## src/rtl/syn_fifo_param_if.sv

```systemverilog
// Handshake/data bundle for syn_fifo_param: producer/consumer side is the
// master modport, the FIFO itself is the slave.
interface syn_fifo_param_if #(
    parameter int unsigned data_width = 8,
    parameter int unsigned addr_width = 4
) ();
    logic                  w_en;
    logic                  r_en;
    logic [data_width-1:0] data_in;
    logic [data_width-1:0] data_out;
    logic                  full;
    logic                  empty;
    logic                  almost_full;
    logic                  almost_empty;
    logic [addr_width:0]   count;
    logic                  overflow;
    logic                  underflow;

    modport master (
        output w_en, r_en, data_in,
        input  data_out, full, empty, almost_full, almost_empty,
               count, overflow, underflow
    );

    modport slave (
        input  w_en, r_en, data_in,
        output data_out, full, empty, almost_full, almost_empty,
               count, overflow, underflow
    );
endinterface

```

## src/rtl/syn_fifo_param.sv

```systemverilog
// Parametrised synchronous FIFO with occupancy count and registered error pulses.
// Define SYN_FIFO_FWFT_EN for first-word-fall-through (combinational head word) reads.
module syn_fifo_param #(
    parameter int unsigned data_width = 8,
    parameter int unsigned addr_width = 4,
    parameter int unsigned af_level   = (2 ** addr_width) - 2,
    parameter int unsigned ae_level   = 2
) (
    input logic             clk,
    input logic             clr,
    syn_fifo_param_if.slave bus
);
    localparam int unsigned       depth     = 2 ** addr_width;
    localparam logic [addr_width:0] depth_cnt = (addr_width + 1)'(depth);
    localparam logic [addr_width:0] af_cnt    = (addr_width + 1)'(af_level);
    localparam logic [addr_width:0] ae_cnt    = (addr_width + 1)'(ae_level);

    logic [data_width-1:0] mem [depth];
    logic [addr_width-1:0] wp;
    logic [addr_width-1:0] rp;
    logic [addr_width:0]   count_q;
    logic                  ovf_q;
    logic                  udf_q;
    logic                  full_c;
    logic                  empty_c;
    logic                  rd_acc;
    logic                  wr_acc;

    assign full_c  = (count_q == depth_cnt);
    assign empty_c = (count_q == '0);

    // A read frees a slot in the same edge, so a full FIFO can still take a write.
    assign rd_acc = bus.r_en & ~empty_c;
    assign wr_acc = bus.w_en & (~full_c | rd_acc);

    always_ff @(posedge clk) begin
        if (!clr && wr_acc) begin
            mem[wp] <= bus.data_in;
        end
    end

    always_ff @(posedge clk) begin
        if (clr) begin
            wp      <= '0;
            rp      <= '0;
            count_q <= '0;
            ovf_q   <= 1'b0;
            udf_q   <= 1'b0;
        end else begin
            if (wr_acc) wp <= wp + addr_width'(1);
            if (rd_acc) rp <= rp + addr_width'(1);
            case ({wr_acc, rd_acc})
                2'b10:   count_q <= count_q + (addr_width + 1)'(1);
                2'b01:   count_q <= count_q - (addr_width + 1)'(1);
                default: count_q <= count_q;
            endcase
            ovf_q <= bus.w_en & full_c & ~bus.r_en;
            udf_q <= bus.r_en & empty_c;
        end
    end

`ifdef SYN_FIFO_FWFT_EN
    assign bus.data_out = mem[rp];
`else
    logic [data_width-1:0] dout_q;

    always_ff @(posedge clk) begin
        if (clr) begin
            dout_q <= '0;
        end else if (rd_acc) begin
            dout_q <= mem[rp];
        end
    end

    assign bus.data_out = dout_q;
`endif

    assign bus.full         = full_c;
    assign bus.empty        = empty_c;
    assign bus.almost_full  = (count_q >= af_cnt);
    assign bus.almost_empty = (count_q <= ae_cnt);
    assign bus.count        = count_q;
    assign bus.overflow     = ovf_q;
    assign bus.underflow    = udf_q;
endmodule

```

## src/flat_wrapper.sv

```systemverilog
// flat-port wrapper written by rule: the top's interface ports become plain ports
module syn_fifo_param_flat 
#(
    parameter int unsigned data_width = 8,
    parameter int unsigned addr_width = 4,
    parameter int unsigned af_level   = (2 ** addr_width) - 2,
    parameter int unsigned ae_level   = 2
)
  (clk, clr, bus_w_en, bus_r_en, bus_data_in, bus_data_out, bus_full, bus_empty, bus_almost_full, bus_almost_empty, bus_count, bus_overflow, bus_underflow);
  syn_fifo_param_if #(.data_width(data_width), .addr_width(addr_width)) bus_i ();
  input logic clk;
  input logic clr;
  input wire logic [$bits(bus_i.w_en)-1:0] bus_w_en;
  input wire logic [$bits(bus_i.r_en)-1:0] bus_r_en;
  input wire logic [$bits(bus_i.data_in)-1:0] bus_data_in;
  output wire logic [$bits(bus_i.data_out)-1:0] bus_data_out;
  output wire logic [$bits(bus_i.full)-1:0] bus_full;
  output wire logic [$bits(bus_i.empty)-1:0] bus_empty;
  output wire logic [$bits(bus_i.almost_full)-1:0] bus_almost_full;
  output wire logic [$bits(bus_i.almost_empty)-1:0] bus_almost_empty;
  output wire logic [$bits(bus_i.count)-1:0] bus_count;
  output wire logic [$bits(bus_i.overflow)-1:0] bus_overflow;
  output wire logic [$bits(bus_i.underflow)-1:0] bus_underflow;
  assign bus_i.w_en = bus_w_en;
  assign bus_i.r_en = bus_r_en;
  assign bus_i.data_in = bus_data_in;
  assign bus_data_out = bus_i.data_out;
  assign bus_full = bus_i.full;
  assign bus_empty = bus_i.empty;
  assign bus_almost_full = bus_i.almost_full;
  assign bus_almost_empty = bus_i.almost_empty;
  assign bus_count = bus_i.count;
  assign bus_overflow = bus_i.overflow;
  assign bus_underflow = bus_i.underflow;
  syn_fifo_param #(.data_width(data_width), .addr_width(addr_width), .af_level(af_level), .ae_level(ae_level)) u_core (.clk(clk), .clr(clr), .bus(bus_i));
endmodule
```

## config.mk

```make
export PLATFORM = sky130hd
export DESIGN_NAME = syn_fifo_param_flat
export DESIGN_NICKNAME = d
export VERILOG_FILES = /design/src/rtl/syn_fifo_param_if.sv /design/src/rtl/syn_fifo_param.sv /design/src/flat_wrapper.sv
export SDC_FILE = /design/constraint.sdc
export NUM_CORES = 1
export LEC_CHECK = 0
export ABC_AREA = 1
export BUFFER_PORTS_ARGS = -buffer_cell sky130_fd_sc_hd__buf_2
export CAP_MARGIN = 20
export CORE_MARGIN = 4
export CORE_UTILIZATION = 48
export DETAILED_ROUTE_END_ITERATION = 10
export GPL_ROUTABILITY_DRIVEN = 1
export PLACE_DENSITY = 0.62
export SLEW_MARGIN = 20
export SYNTH_ARGS = -nofsm -noshare
export SYNTH_HDL_FRONTEND = slang
export SYNTH_SLANG_ARGS = --single-unit
```

## constraint.sdc

```tcl
create_clock -name clk -period 2.5 [get_ports clk]
set_input_delay 0.375 -clock clk [delete_from_list [all_inputs] [get_ports clk]]
set_output_delay 0.375 -clock clk [all_outputs]
set_load 0.01 [all_outputs]
```

* Yosys cells after proc, flatten, opt, wreduce, memory -nomap -nowiden *
Memory sizes are Yosys's and may differ from the RTL's. A register that Yosys moved wholly into a read port is not among the register bits.
Index checks and enable logic that the tools add are counted.

storage, ports and cells
  word-level logic and storage cells = 31
  latch bits = 0
  memory bits (writable) = 128
  flip-flop bits (word level) = 15
  ROM bits = 0
  memories kept = 1
  input port bits = 12
  output and inout bits = 19

memories
  memory      words  width  read ports  clocked after Yosys merged registers in  wr ports  line                  RTL
  u_core.mem  16     8      1           1                                        1         syn_fifo_param.sv:18  logic [data_width-1:0] mem [depth];

cells by class
  bitwise operators = 9
  shift operators = 0
  reductions and logical operators = 4
  multiplexer cells = 3
  multiply operators = 0
  div/mod/pow operators = 0
  equality and inequality tests = 3
  order comparisons = 2
  add/sub/neg operators = 4

operators by type and width
  operator             count
  $pmux 5 s2           1
  $add 4x1->4 const B  2
  $add 5x1->5 const B  1
  $and 1x1->1          5
  $eq 5x5->1 const B   1
  $ge 5x4->1 const B   1
  $le 5x2->1 const B   1
  $logic_not 5->1      1
  $sub 5x1->5 const B  1
  $not 1->1            3
  $eq 2x1->1 const B   1
  $eq 2x2->1 const B   1
  $mux 1               2
  $reduce_bool 2->1    1
  $logic_and 1x1->1    1
  $logic_not 1->1      1
  $or 1x1->1           1

* Longest topological paths before layout *
Gate-level depths: netlist (run 1).

  depth in word-level cells = 8
  mapped depth = 14
  mapped depth without buffers = 13

* Worst setup path after synthesis (run 1) *
No wires, ideal clock.

  path type = flip-flop to flip-flop
  start point = register u_core.count_q[0] (netlist: u_core.bus.count[0])
  end point = memory u_core.mem[13][0] (enable)
  data required time = 2,117 ps
  path buffers = 0
  stages on the path, launching flop included = 9
  clock period less this slack = 2,051 ps
  path slack = 449 ps
  arrival = 1,668 ps
  setup time = 383 ps
  cell sequence = dfxtp_1 nor2_4 nand2_2 nor2_4 nand2_2 nand2_4 nor2_1 inv_1 nor3_1

on the way
  elaborated cells on any way between the ends = 10
  those cells by class = eq/ne (1); mux (2); bitwise (5); reduce/logical (2)

RTL lines
  element                       line                  RTL
  start: declaration            syn_fifo_param.sv:21  logic [addr_width:0] count_q;
  start signal: assignment      syn_fifo_param.sv:53  2'b10: count_q <= count_q + (addr_width + 1)'(1);
  start signal: assignment      syn_fifo_param.sv:54  2'b01: count_q <= count_q - (addr_width + 1)'(1);
  start signal: assignment      syn_fifo_param.sv:55  default: count_q <= count_q;
  $eq 5x5->1                    syn_fifo_param.sv:29  assign full_c = (count_q == depth_cnt);
  net bus_full                  flat_wrapper.sv:17    output wire logic [$bits(bus_i.full)-1:0] bus_full;
  $not 1->1                     syn_fifo_param.sv:34  assign wr_acc = bus.w_en & (~full_c | rd_acc);
  $or 1x1->1                    syn_fifo_param.sv:34
  $and 1x1->1                   syn_fifo_param.sv:34
  $logic_and 1x1->1             syn_fifo_param.sv:37  if (!clr && wr_acc) begin
  $mux 1                        syn_fifo_param.sv:37
  $mux 1 (not written as such)  syn_fifo_param.sv:38  mem[wp] <= bus.data_in;
  end: declaration              syn_fifo_param.sv:18

The timed path passes the listed nets, and every way through them passes these cells.

* Worst setup path after layout (run 1) *
  start point = register u_core.count_q[1] (netlist: u_core.bus.count[1])
  end point = memory u_core.mem[8][3] (enable)

on the way
  cells in the longest elaborated chain, start to end = 8
  elaborated cells on any way between the ends = 10
  those cells by class = eq/ne (1); mux (2); bitwise (5); reduce/logical (2)

RTL lines
  element                         line                  RTL
  $logic_not 5->1                 syn_fifo_param.sv:30  assign empty_c = (count_q == '0);
  $not 1->1                       syn_fifo_param.sv:33  assign rd_acc = bus.r_en & ~empty_c;
  $and 1x1->1                     syn_fifo_param.sv:33
  $or 1x1->1 *                    syn_fifo_param.sv:34
  $and 1x1->1 *                   syn_fifo_param.sv:34
  $logic_and 1x1->1 *             syn_fifo_param.sv:37
  $mux 1 *                        syn_fifo_param.sv:37
  $mux 1 (not written as such) *  syn_fifo_param.sv:38

Mark *: on every way between the ends. The rest lies on a longest branch, timed or not.

==> results by stage, run 1 <==
Finish:
- The area added between synthesis and finish is 14.6%.
- At the end of the flow the core is filled with cells to 0.568.
- The share of layout cells above drive strength 1 is 0.174.
- Excluding fillers, the count of instances in the completed layout stands at 754.
- The final layout net count is 587.
- The sequential cell area is 0.00431 mm².
- The number of antenna diodes in the final layout is 0.
- The area of the multi-input gates is 0.00167 mm².
- The filler cell count in the final layout is 1104.
- Once layout is done, the placed cells without fillers occupy 0.00722 mm².

Setup path:
- STA classifies the critical path startpoint as a flip-flop.
- The worst reg-to-reg path cell count is 8.
- The biggest fanout along the worst timing path is 8.
- STA classifies the critical path endpoint as a flip-flop.
- The worst register-to-register path ends at u_core.mem[8][3].
- The worst register-to-register path has a setup slack of 0.50 ns.
- The worst flop-to-flop path startpoint is u_core.bus.count[1].
- At the worst endpoint, the required time is 2.56 ns.
- The setup path with the least slack is of type reg -> reg.
- Data arrives at the worst endpoint at 2.06 ns.

Yosys:
- The share of flip-flops with an asynchronous set or reset after synthesis is 0.
- The share of the Yosys chip area taken by registers is 0.683.
- The number of synthesized register bits is 151.
- Counting flops with a built-in enable in the synthesized netlist gives 128.
- The count of synthesis-stage warnings from yosys is 0.
- By instance count, the leading cell after synthesis is edfxtp_1.
- In this run, distinct cell masters in the synthesized netlist total 35.
- By area the synthesized netlist is led by edfxtp_1 (61%), dfxtp_1 (7.3%), nor2_1 (5.7%).
- Synthesis produced a netlist whose cell count is 528.
- The largest total area in the synthesized netlist belongs to edfxtp_1.
- The cell area that synthesis handed to floorplanning was 0.00630 mm².
- Ranked by instance count, the synthesized netlist is headed by edfxtp_1 (128), nor2_1 (96), o21ai_0 (69).
- The synthesized area divided by synthesized cell count is 11.9 µm².
- Counting every net in the synthesized netlist gives 546.
- The fraction of synthesized cell area taken by the top area cell type is 0.610.
- The leading register cell type out of synthesis is edfxtp_1.

Routing:
- The met1 wire length is 6370 µm.
- The top routing layer in use is met4.
- For this run, design rule violations remaining after detail routing come to 0.
- The final route contains 4201 vias.
- The number of DRC markers in iteration 0 is 411.
- Using the TritonRoute via totals, the vias-per-cell ratio works out to 5.57.
- The count of nets left with antenna violations once routing finished came out at 0.
- The met3 routed wirelength is 1010 µm.
- The routed length on met2 is 6790 µm.
- The first-pass iteration count of the detailed router is 7.
- In the final routed layout, each cell accounts on average for 19.1 µm.
- The total detailed-routing wirelength is 14400 µm.

Global route:
- The number of antenna violations at the first check in global routing was 0.
- The via count of the first global-routing pass came to 3980.
- The pin count of the biggest net entering global routing is 58.
- For this run, the total global-route usage over all layers was measured as 0.204.
- Summed over all layers, the global routing overflow is 0.
- The wire length of the first global-routing pass is 22300 µm.

STA:
- At the pin with the least slew margin, the transition time is 0.645 ns.
- The count of endpoints failing hold in the final timing report is 0.
- Setup violations remaining at the end of the flow were counted as 0.
- In the finished design, the share of the clock period the worst path needs comes to 0.798.
- The worst path meets setup with 0.504 ns of slack.
- The headroom to the max-slew limit is 0.569.
- Setup repair after global routing left no endpoint under its margin.
- The accumulated negative setup slack is 0 ns.
- Between clock sinks in the finished design, the worst skew comes to 0.00712 ns.
- The final count of pins violating max slew is 0.
- The post-route minimum period is 2.00 ns.
- The worst slack on hold paths is 0.283 ns.
- Based on the critical path, the design can be clocked at up to 501 MHz.

Clocking:
- Clock tree synthesis inserted a total of 17 buffers.
- Buffers added to address setup during post-CTS repair amount to 0.
- The cell sitting at the root of the clock tree is a clkbuf_16.
- After clock tree synthesis, the clock-pin slew on the worst setup and hold paths is 0.06 ns.
- After clock tree synthesis, the repair step resized 0 gates.
- The cts-stage hold buffer count is 0.
- The number of levels the H-tree was split into is 4.
- TritonCTS built the clock tree.
- The clock net sink count is 151.
- The clock passes through at most 2 buffers.
- At the later pin of the worst-skew pair, clock insertion delay measures 0.43 ns.

Power and ir drop:
- The maximum vdd drop is 0.000437 V.
- Power spread over the standard cell area amounts to 913 mW/mm².
- The leakage power of the design is 2.60 nW.
- The post-layout total power is 6.59 mW.

Min path:
- The tightest min-delay check is of the in -> reg type.
- The number of instances on the worst hold path is 3.
- The capture endpoint of the worst hold path is u_core.wp[1].
- The startpoint identified for the worst hold timing path is bus_w_en.

Placed design:
- Once placement completed, the tool counted placed cells totaling 722.
- Once detailed placement completed, the half-perimeter wirelength came to 8910 µm.
- Timing analysis after detailed placement gives a worst setup slack of 0.518 ns.
- The placement-stage cell area is 0.00666 mm².
- At the end of routability-driven placement, the weighted congestion stood at 0.823.
- In this run the tool buffered the top-level ports with 30 buffer cells.

Die:
- The die covers 0.0150 mm².
- The core box area is 0.0127 mm².
- In this run the count of I/O pins placed on the die edge is 31.
- The floorplan step set the die height to 123 µm.
- The initialized floorplan defines 41 standard-cell rows.
- The die boundary width is 123 µm.
- For this configuration, the core starts out at a cell density of 0.495.

Job:
- Max-cap violations in this run came to 0.

Run status:
- The flow ran to the end, and the final reports show no timing, DRC or antenna violations.
==> metal layers <==
metal  GRT usage  vias to the layer above
li1            -                     1995
met1       0.281                     2006
met2       0.317                      177
met3      0.0488                       23
met4      0.0763                        0
met5           0                        -
==> kinds of logic after synthesis <==
family                   after synthesis  share of synthesized area
buffers and inverters                 68                     0.0522
adder cells (fa/ha/maj)                6                     0.0119
flip-flops                           151                      0.683
AND/OR/NAND/NOR                      171                      0.125
AO/OA/AOI/OAI                        128                      0.122
XOR/XNOR                               4                    0.00556
==> cell type report <==
class	instances	area share
clock buffer	21	0.0683
clock inverter	11	0.00936
inverter	38	0.0201
multi-input combinational	309	0.231
sequential	151	0.596
tap	172	0.0298
timing repair buffer	52	0.0454
==> placed cells by master (no fill, tap or decap), types with 2 or more instances in the layout <==
cell	Yosys	final
edfxtp_1	128	128
nor2_1	96	96
o21ai_0	69	69
inv_1	34	34
buf_2	2	30
nand2_1	22	22
dfxtp_1	23	22
o221ai_1	21	21
buf_4	2	21
nand3_1	19	19
clkbuf_16	0	19
nor3_1	15	15
o22ai_1	11	11
o211ai_1	11	11
a21oi_1	8	8
ha_1	6	6
o21ai_1	5	5
clkinv_2	0	5
nand2_2	4	4
nand2_4	4	4
inv_4	1	4
nand4_1	4	4
xor2_1	3	3
inv_2	2	2
nor2_4	2	2
nand3_4	2	2
clkinvlp_4	0	2
==> registers in the layout, summed over array words and instances, names as in the netlist <==
signal                flops
u_core.rp                 4
u_core.bus.count          5
u_core.bus.data_out       8
u_core.bus.underflow      1
u_core.wp                 4
u_core.bus.overflow       1
u_core.mem              128
==> power by group <==
| group | leakage (nW) | switching [mW] | internal (mW) |
|---|---|---|---|
| Sequential | 1.34 | 0.0827 | 2.83 |
| Combinational | 0.978 | 0.886 | 0.412 |
| Clock | 0.280 | 0.980 | 1.40 |
| Total | 2.60 | 1.95 | 4.64 |
==> critical path, stage by stage (launching register included) <==
cell and delay, ns:
dfxtp_1 0.52, nor2_4 0.08, nand2_2 0.09, nor2_4 0.04
nand2_2 0.08, nand2_4 0.07, nor2_1 0.12, nand2_1 0.12
nor2_1 0.52
==> worst max-delay path by stage <==
stage / endpoint / start
after floorplan: u_core.mem[13][0] / u_core.bus.count[0]
after global placement: u_core.mem[8][6] / u_core.bus.count[1]
after detailed placement: u_core.mem[8][3] / u_core.bus.count[1]
after CTS: u_core.mem[8][3] / u_core.bus.count[1]
after global routing: u_core.mem[8][3] / u_core.bus.count[1]
final: u_core.mem[8][3] / u_core.bus.count[1]
(Power assumes the default switching activity.)
==> inputs of run 2 (changes only) <==
==> constraint.sdc (replaced) <==
create_clock -name clk -period 1.9 [get_ports clk]
set_input_delay 0.285 -clock clk [delete_from_list [all_inputs] [get_ports clk]]
set_output_delay 0.285 -clock clk [all_outputs]
set_load 0.01 [all_outputs]
==> results by stage, run 2 (synthesis results as in run 1) <==
Run status:
- Outcome: completed (unchanged).

Routing:
- The ratio of routed vias to standard cells is 5.61 (was 5.57).
- The routed length on met2 is 6680 µm (was 6790 µm).
- The top routing layer in use is met4 (unchanged).
- The wire length per cell after detailed routing was 18.8 µm (was 19.1 µm).
- The met1 wire length was 6560 µm (was 6370 µm).
- The number of vias after detailed routing came to 4296 (was 4201).
- The number of nets with antenna violations after detailed routing was 0 (unchanged).
- The total DRC errors in the routed layout is 0 (unchanged).
- The met3 routed wirelength is 800 µm (was 1010 µm).
- The total detailed-routing wirelength is 14400 µm (about the same).
- The number of DRC markers in iteration 0 is 443 (was 411).
- The first-pass iteration count of the detailed router was 5 (was 7).

Finish:
- The largest register by flop count is u_core.mem (unchanged).
- The diode insertion count for antenna repair came to 0 (unchanged).
- The share of layout cells above drive strength 1 is 0.195 (was 0.174).
- The most common cell after layout, fill and taps aside is edfxtp_1 (unchanged).
- The final layout net count came to 599 (was 587).
- Commonest non-fill, non-tap cells in the layout: edfxtp_1 (128), nor2_1 (96), o21ai_0 (69) (unchanged).
- The area added between synthesis and finish was 16.7% (was 14.6%).
- The flip-flop count of the largest register after layout came to 128 (unchanged).

Die:
- The starting density of the core is 0.495 (unchanged).
- The core box area came to 0.0127 mm² (unchanged).
- The y dimension of the die is 123 µm (unchanged).
- The total die area came to 0.0150 mm² (unchanged).
- The I/O pin total was 31 (unchanged).
- The die boundary width is 123 µm (unchanged).
- The standard-cell row count is 41 (unchanged).

Power and ir drop:
- The internal portion of total power is 6.22 mW (was 4.64 mW).
- The fraction of power consumed by sequential logic is 0.437 (was 0.441).
- The leakage power of the design is 2.67 nW (was 2.60 nW).
- The switching portion of total power is 0.287 (was 0.296).
- The maximum vdd drop was 0.000643 V (was 0.000437 V).
- The clock power share is 0.355 (was 0.362).
- The power density over cell area is 1190 mW/mm² (was 913 mW/mm²).
- The part of the power in combinational logic came to 0.208 (was 0.197).
- The post-layout total power is 8.73 mW (was 6.59 mW).
- The total net switching power is 2.51 mW (was 1.95 mW).

STA:
- The total setup violations reported at the end of the flow is 0 (unchanged).
- The final period utilization came to 0.921 (was 0.798).
- The headroom to the max-slew limit came to 0.722 (was 0.569).
- The count of endpoints failing hold in the final timing report came to 0 (unchanged).
- The actual slew at the worst max-slew pin came to 0.417 ns (was 0.645 ns).
- The minimum setup slack in the final design is 0.151 ns (was 0.504 ns).
- The worst slack on hold paths came to 0.150 ns (was 0.283 ns).
- The accumulated negative setup slack was 0 ns (unchanged).
- The post-route minimum period is 1.75 ns (was 2.00 ns).
- RSZ-0062 raised after global routing: true (was false).
- The final worst clock skew was 0.00609 ns (was 0.00712 ns).
- The maximum clock frequency is 572 MHz (was 501 MHz).
- The final count of pins violating max slew was 0 (unchanged).

Placed design:
- The worst setup slack after placement came to 0.118 ns (was 0.518 ns).
- The post-detailed-placement half-perimeter wirelength is 9300 µm (was 8910 µm).
- The global placement routability congestion is 0.910 (was 0.823).
- The count of buffers from port buffering is 30 (unchanged).

Setup path:
- Counting stages on the worst path, the most repeated cell is inv_1.
- CP cell instances: nor2_4 > nand3_4 > nand3_4 > xor2_1 > inv_1 > ha_1 > inv_1 > nand2_1 > xor2_1 > o21bai_1 > inv_1 (was nor2_4 > nand2_2 > nor2_4 > nand2_2 > nand2_4 > nor2_1 > nand2_1 > nor2_1).
- The required time of the worst setup path is 2.21 ns (was 2.56 ns).
- The data arrival time at the worst-slack endpoint is 2.06 ns (about the same).
- The kind of critical path was reg -> reg (unchanged).
- The biggest fanout along the worst timing path was 7 (was 8).
- The delay of the slowest cell on the worst path is 0.33 ns (was 0.52 ns).
- The category of the worst setup path capture point is a flip-flop (unchanged).
- The critical path launch point type was a flip-flop (unchanged).
- The slowest cell on the critical path is dfxtp_1 (unchanged).
- The gate family responsible for the most delay along the worst path is simple AND/OR/NAND/NOR gates (unchanged).
- The total buffers and inverters traversed by the critical path was 3 (was 0).

Global route:
- The total track usage is 0.204 (about the same).
- The via count of the first global-routing pass came to 4035 (was 3980).
- The wire length of the first global-routing pass came to 22500 µm (was 22300 µm).
- The pin count of the biggest net entering global routing is 66 (was 58).
- The number of antenna violations at the first check in global routing is 0 (unchanged).
- The total grt overflow came to 0 (unchanged).

Clocking:
- The root buffer cell is clkbuf_16 (unchanged).
- The latest clock arrival within the worst-skew pair is 0.42 ns (was 0.43 ns).
- The number of levels the H-tree was split into is 4 (unchanged).
- The clock-pin slew on the worst setup and hold paths came to 0.06 ns (about the same).
- The maximum root-to-sink buffer count is 2 (unchanged).
- The clock net sink count is 151 (unchanged).
- The clock buffer count from CTS is 17 (unchanged).
- The CTS tree is done (unchanged).

Min path:
- The type of the most critical hold path is in -> reg (unchanged).

Job:
- The count of max-cap constraint violations is 0 (unchanged).
[run 2: cell count changes in the layout (fill, tap and decap cells not counted), moves of 2 or more]
cell       previous run  this run
dfxtp_1              22        20
clkbuf_16            19        17
buf_4                21        31
nor3_1               15        12
nor3_2                0         3
dfxtp_2               1         3
clkbuf_8              1         3
inv_4                 4         1
buf_12                1         3
[run 2: through the flow]
stage | utilization | instances | instance area, µm²
6_report | 0.578 | 766 | 7350
5_1_grt | 0.578 | 766 | 7350
4_1_cts | 0.577 | 766 | 7340
3_5_place_dp | 0.534 | 734 | 6790
3_3_place_gp | 0.534 | 734 | 6790
2_1_floorplan | - | 528 | 6320
[run 2: final timing paths]
path,startpoint,end,slack [ns],depth (start not counted)
worst min register to register,u_core.wp[2],u_core.wp[2],0.54,2
worst max register to register,u_core.bus.count[0],u_core.bus.count[2],0.15,11
worst max-delay path,u_core.bus.count[0],u_core.bus.count[2],0.15,11
worst min-delay path,bus_r_en,u_core.bus.underflow,0.15,3
[run 2: layout make-up]
| type | count | area (µm²) |
|---|---|---|
| fill | 1121 | 5370 |
| multi-input combinational | 309 | 1690 |
| sequential | 151 | 4310 |
| tap | 172 | 215 |
| clock inverter | 10 | 78.8 |
| clock buffer | 22 | 474 |
| timing repair buffer | 64 | 443 |
| inverter | 38 | 145 |
[run 2: per-layer routing]
metal  vias to the layer above  track usage
li1                       2019            -
met1                      2103        0.290
met4                         0       0.0896
met3                        23       0.0442
met2                       151        0.305
met5                         -            0
[run 2: worst min-delay path, delay by kind of cell]
family / cells / cell delay [ns]
buffers and inverters: 2 / 0.17
AND/OR/NAND/NOR: 1 / 0.06
[run 2: power by group through the flow]
stage	sequential, mW	clock (mW)	combinational (mW)
finish	3.81	3.10	1.82
global route	3.82	3.31	2.01
detailed placement	3.87	0	1.81
CTS	3.81	3.15	1.82
floorplan	3.91	0	1.20
global placement	3.87	0	1.81
[run 2: what timing repair did]
item	CTS	global route
buffers inserted	0	0
setup endpoints to repair	0	26
resized for setup	0	3
endpoints found under the hold margin	0	0
hold buffers	0	0
==> inputs of run 3 (changes only) <==
--- a/config.mk
+++ b/config.mk
@@ -9,10 +9,12 @@
 export BUFFER_PORTS_ARGS = -buffer_cell sky130_fd_sc_hd__buf_2
 export CAP_MARGIN = 20
 export CORE_MARGIN = 4
-export CORE_UTILIZATION = 48
+export CORE_UTILIZATION = 50
 export DETAILED_ROUTE_END_ITERATION = 10
 export GPL_ROUTABILITY_DRIVEN = 1
-export PLACE_DENSITY = 0.62
+export PLACE_DENSITY = 0.64
+export RECOVER_POWER = 100
+export SKIP_LAST_GASP = 1
 export SLEW_MARGIN = 20
 export SYNTH_ARGS = -nofsm -noshare
 export SYNTH_HDL_FRONTEND = slang
==> results by stage, run 3 (synthesis results as in run 1) <==
Finish:
- The share of layout cells above drive strength 1 is 0.146 (was 0.195).
- The area of the multi-input gates is 0.00166 mm² (was 0.00169 mm²).
- The most common cell after layout, fill and taps aside is edfxtp_1 (unchanged).
- The filler cell count in the final layout came to 1019 (was 1121).
- The diode insertion count for antenna repair is 0 (unchanged).
- Commonest non-fill, non-tap cells in the layout: edfxtp_1 (128), nor2_1 (96), o21ai_0 (69) (unchanged).
- The flip-flop count of the largest register after layout was 128 (unchanged).
- The area added between synthesis and finish is 15.0% (was 16.7%).
- The sequential cell area is 0.00431 mm² (unchanged).
- The final layout net count is 601 (was 599).
- The share of the core filled with cells in the final layout was 0.596 (was 0.578).
- The largest register by flop count is u_core.mem (unchanged).

Placed design:
- The post-detailed-placement half-perimeter wirelength is 9660 µm (was 9300 µm).
- The global placement routability congestion is 0.859 (was 0.910).
- The count of buffers from port buffering was 30 (unchanged).

Global route:
- The total grt overflow is 0 (unchanged).
- The total track usage is 0.217 (was 0.204).
- The via count of the first global-routing pass is 4180 (was 4035).
- The number of antenna violations at the first check in global routing is 0 (unchanged).
- The pin count of the biggest net entering global routing is 40 (was 66).
- The wire length of the first global-routing pass is 23600 µm (was 22500 µm).

STA:
- The count of endpoints failing hold in the final timing report is 0 (unchanged).
- The final count of pins violating max slew is 0 (unchanged).
- The actual slew at the worst max-slew pin is 1.01 ns (was 0.417 ns).
- The accumulated negative setup slack came to 0 ns (unchanged).
- The final worst clock skew is 0.00623 ns (was 0.00609 ns).
- The maximum clock frequency is 562 MHz (was 572 MHz).
- RSZ-0062 raised after global routing: false (was true).
- The post-route minimum period is 1.78 ns (was 1.75 ns).
- The final period utilization was 0.937 (was 0.921).
- The total setup violations reported at the end of the flow is 0 (unchanged).
- The headroom to the max-slew limit came to 0.329 (was 0.722).

Clocking:
- The clock net sink count is 151 (unchanged).
- The CTS tree is done (unchanged).
- The post-CTS repair timing setup buffer count is 0 (unchanged).
- The cts-stage hold buffer count is 0 (unchanged).
- The clock buffer count from CTS came to 17 (unchanged).
- The clock-pin slew on the worst setup and hold paths came to 0.06 ns (about the same).
- The latest clock arrival within the worst-skew pair is 0.42 ns (about the same).
- The number of gates resized after CTS came to 0 (unchanged).
- The number of levels the H-tree was split into is 4 (unchanged).
- The root buffer cell is clkbuf_16 (unchanged).
- The maximum root-to-sink buffer count is 2 (unchanged).

Routing:
- The first-pass iteration count of the detailed router is 5 (unchanged).
- The total DRC errors in the routed layout is 0 (unchanged).
- The total detailed-routing wirelength is 14700 µm (was 14400 µm).
- The number of nets with antenna violations after detailed routing came to 0 (unchanged).
- The number of DRC markers in iteration 0 is 394 (was 443).
- The wire length per cell after detailed routing is 19.3 µm (was 18.8 µm).
- The ratio of routed vias to standard cells is 5.61 (about the same).
- The number of vias after detailed routing is 4284 (was 4296).

Min path:
- The type of the most critical hold path was in -> reg (unchanged).

Setup path:
- The biggest fanout along the worst timing path was 8 (was 7).
- The critical path launch point type is a flip-flop (unchanged).
- The category of the worst setup path capture point is a flip-flop (unchanged).
- The data arrival time at the worst-slack endpoint is 1.89 ns (was 2.06 ns).
- The required time of the worst setup path is 2.01 ns (was 2.21 ns).
- The kind of critical path is reg -> reg (unchanged).
- The flop-to-flop setup slack came to 0.12 ns (was 0.15 ns).

Power and ir drop:
- The maximum vdd drop is 0.000584 V (was 0.000643 V).
- The leakage power of the design was 2.57 nW (was 2.67 nW).
- The power density over cell area is 1200 mW/mm² (was 1190 mW/mm²).

Job:
- The count of max-cap constraint violations is 0 (unchanged).

Die:
- The starting density of the core is 0.518 (was 0.495).
- The y dimension of the die is 120 µm (was 123 µm).
- The I/O pin total came to 31 (unchanged).
- The standard-cell row count came to 40 (was 41).
- The total die area is 0.0145 mm² (was 0.0150 mm²).
- The die boundary width is 120 µm (was 123 µm).
- The core box area is 0.0122 mm² (was 0.0127 mm²).

Run status:
- Outcome: completed (unchanged).
## run 3: cell count changes in the layout (fill, tap and decap cells not counted), moves of 2 or more
cell        before  now
clkbuf_4         0    2
clkbuf_2         0   10
buf_2           30   11
buf_4           31   14
clkbuf_1         2   30
nand2_4          4    2
clkinvlp_4       2    0
clkbuf_16       17   19
nand2_1         22   25
## run 3: final cells by class
| class | count | share of cell area |
|---|---|---|
| inverters | 38 | 0.0200 |
| well taps | 168 | 0.0290 |
| clock buffers | 24 | 0.0710 |
| repair buffers | 66 | 0.0506 |
| multi-input cells | 309 | 0.229 |
| clock inverters | 8 | 0.00604 |
| flip-flops and latches | 151 | 0.595 |
## run 3: through the flow
stage | instance area (µm²) | cells | hold slack, ns | worst slack [ns] | power [mW]
after floorplan | 6320 | 528 | 0.384 | -0.151 | 5.11
after global placement | 6790 | 732 | 0.529 | 0.198 | 5.70
after detailed placement | 6790 | 732 | 0.532 | 0.143 | 5.73
after CTS | 7350 | 764 | 0.140 | 0.136 | 8.84
after global routing | 7250 | 764 | 0.174 | 0.00972 | 9.14
final | 7250 | 764 | 0.153 | 0.121 | 8.72
## run 3: final timing paths
path	cells after the start	to	start
hold / removal	3	u_core.bus.underflow	bus_r_en
setup reg to reg	9	u_core.mem[2][7]	u_core.bus.count[0]
hold reg to reg	2	u_core.wp[2]	u_core.wp[2]
setup / recovery	9	u_core.mem[2][7]	u_core.bus.count[0]
## run 3: layer usage
metal  routed length [µm]  GRT usage
met2                 7070      0.335
met3                 1080     0.0552
met1                 6360      0.308
met5                    0          0
met4                  227     0.0637
## run 3: where the power goes
part	internal, mW	leakage (nW)	total (mW)	switching (mW)
sequential	3.72	1.34	3.81	0.0824
clock	1.88	0.284	3.13	1.25
combinational	0.571	0.947	1.79	1.22
total	6.17	2.57	8.72	2.55
## run 3: critical path, cell delays in order, from the launching register on
cell and delay [ns]:
dfxtp_1 0.37, nor2_4 0.07, nand2_1 0.11, nor2_4 0.04, nand2_2 0.08, nand2_4 0.08, nor2_1 0.12, inv_1 0.17
nor3_1 0.17, clkbuf_2 0.26
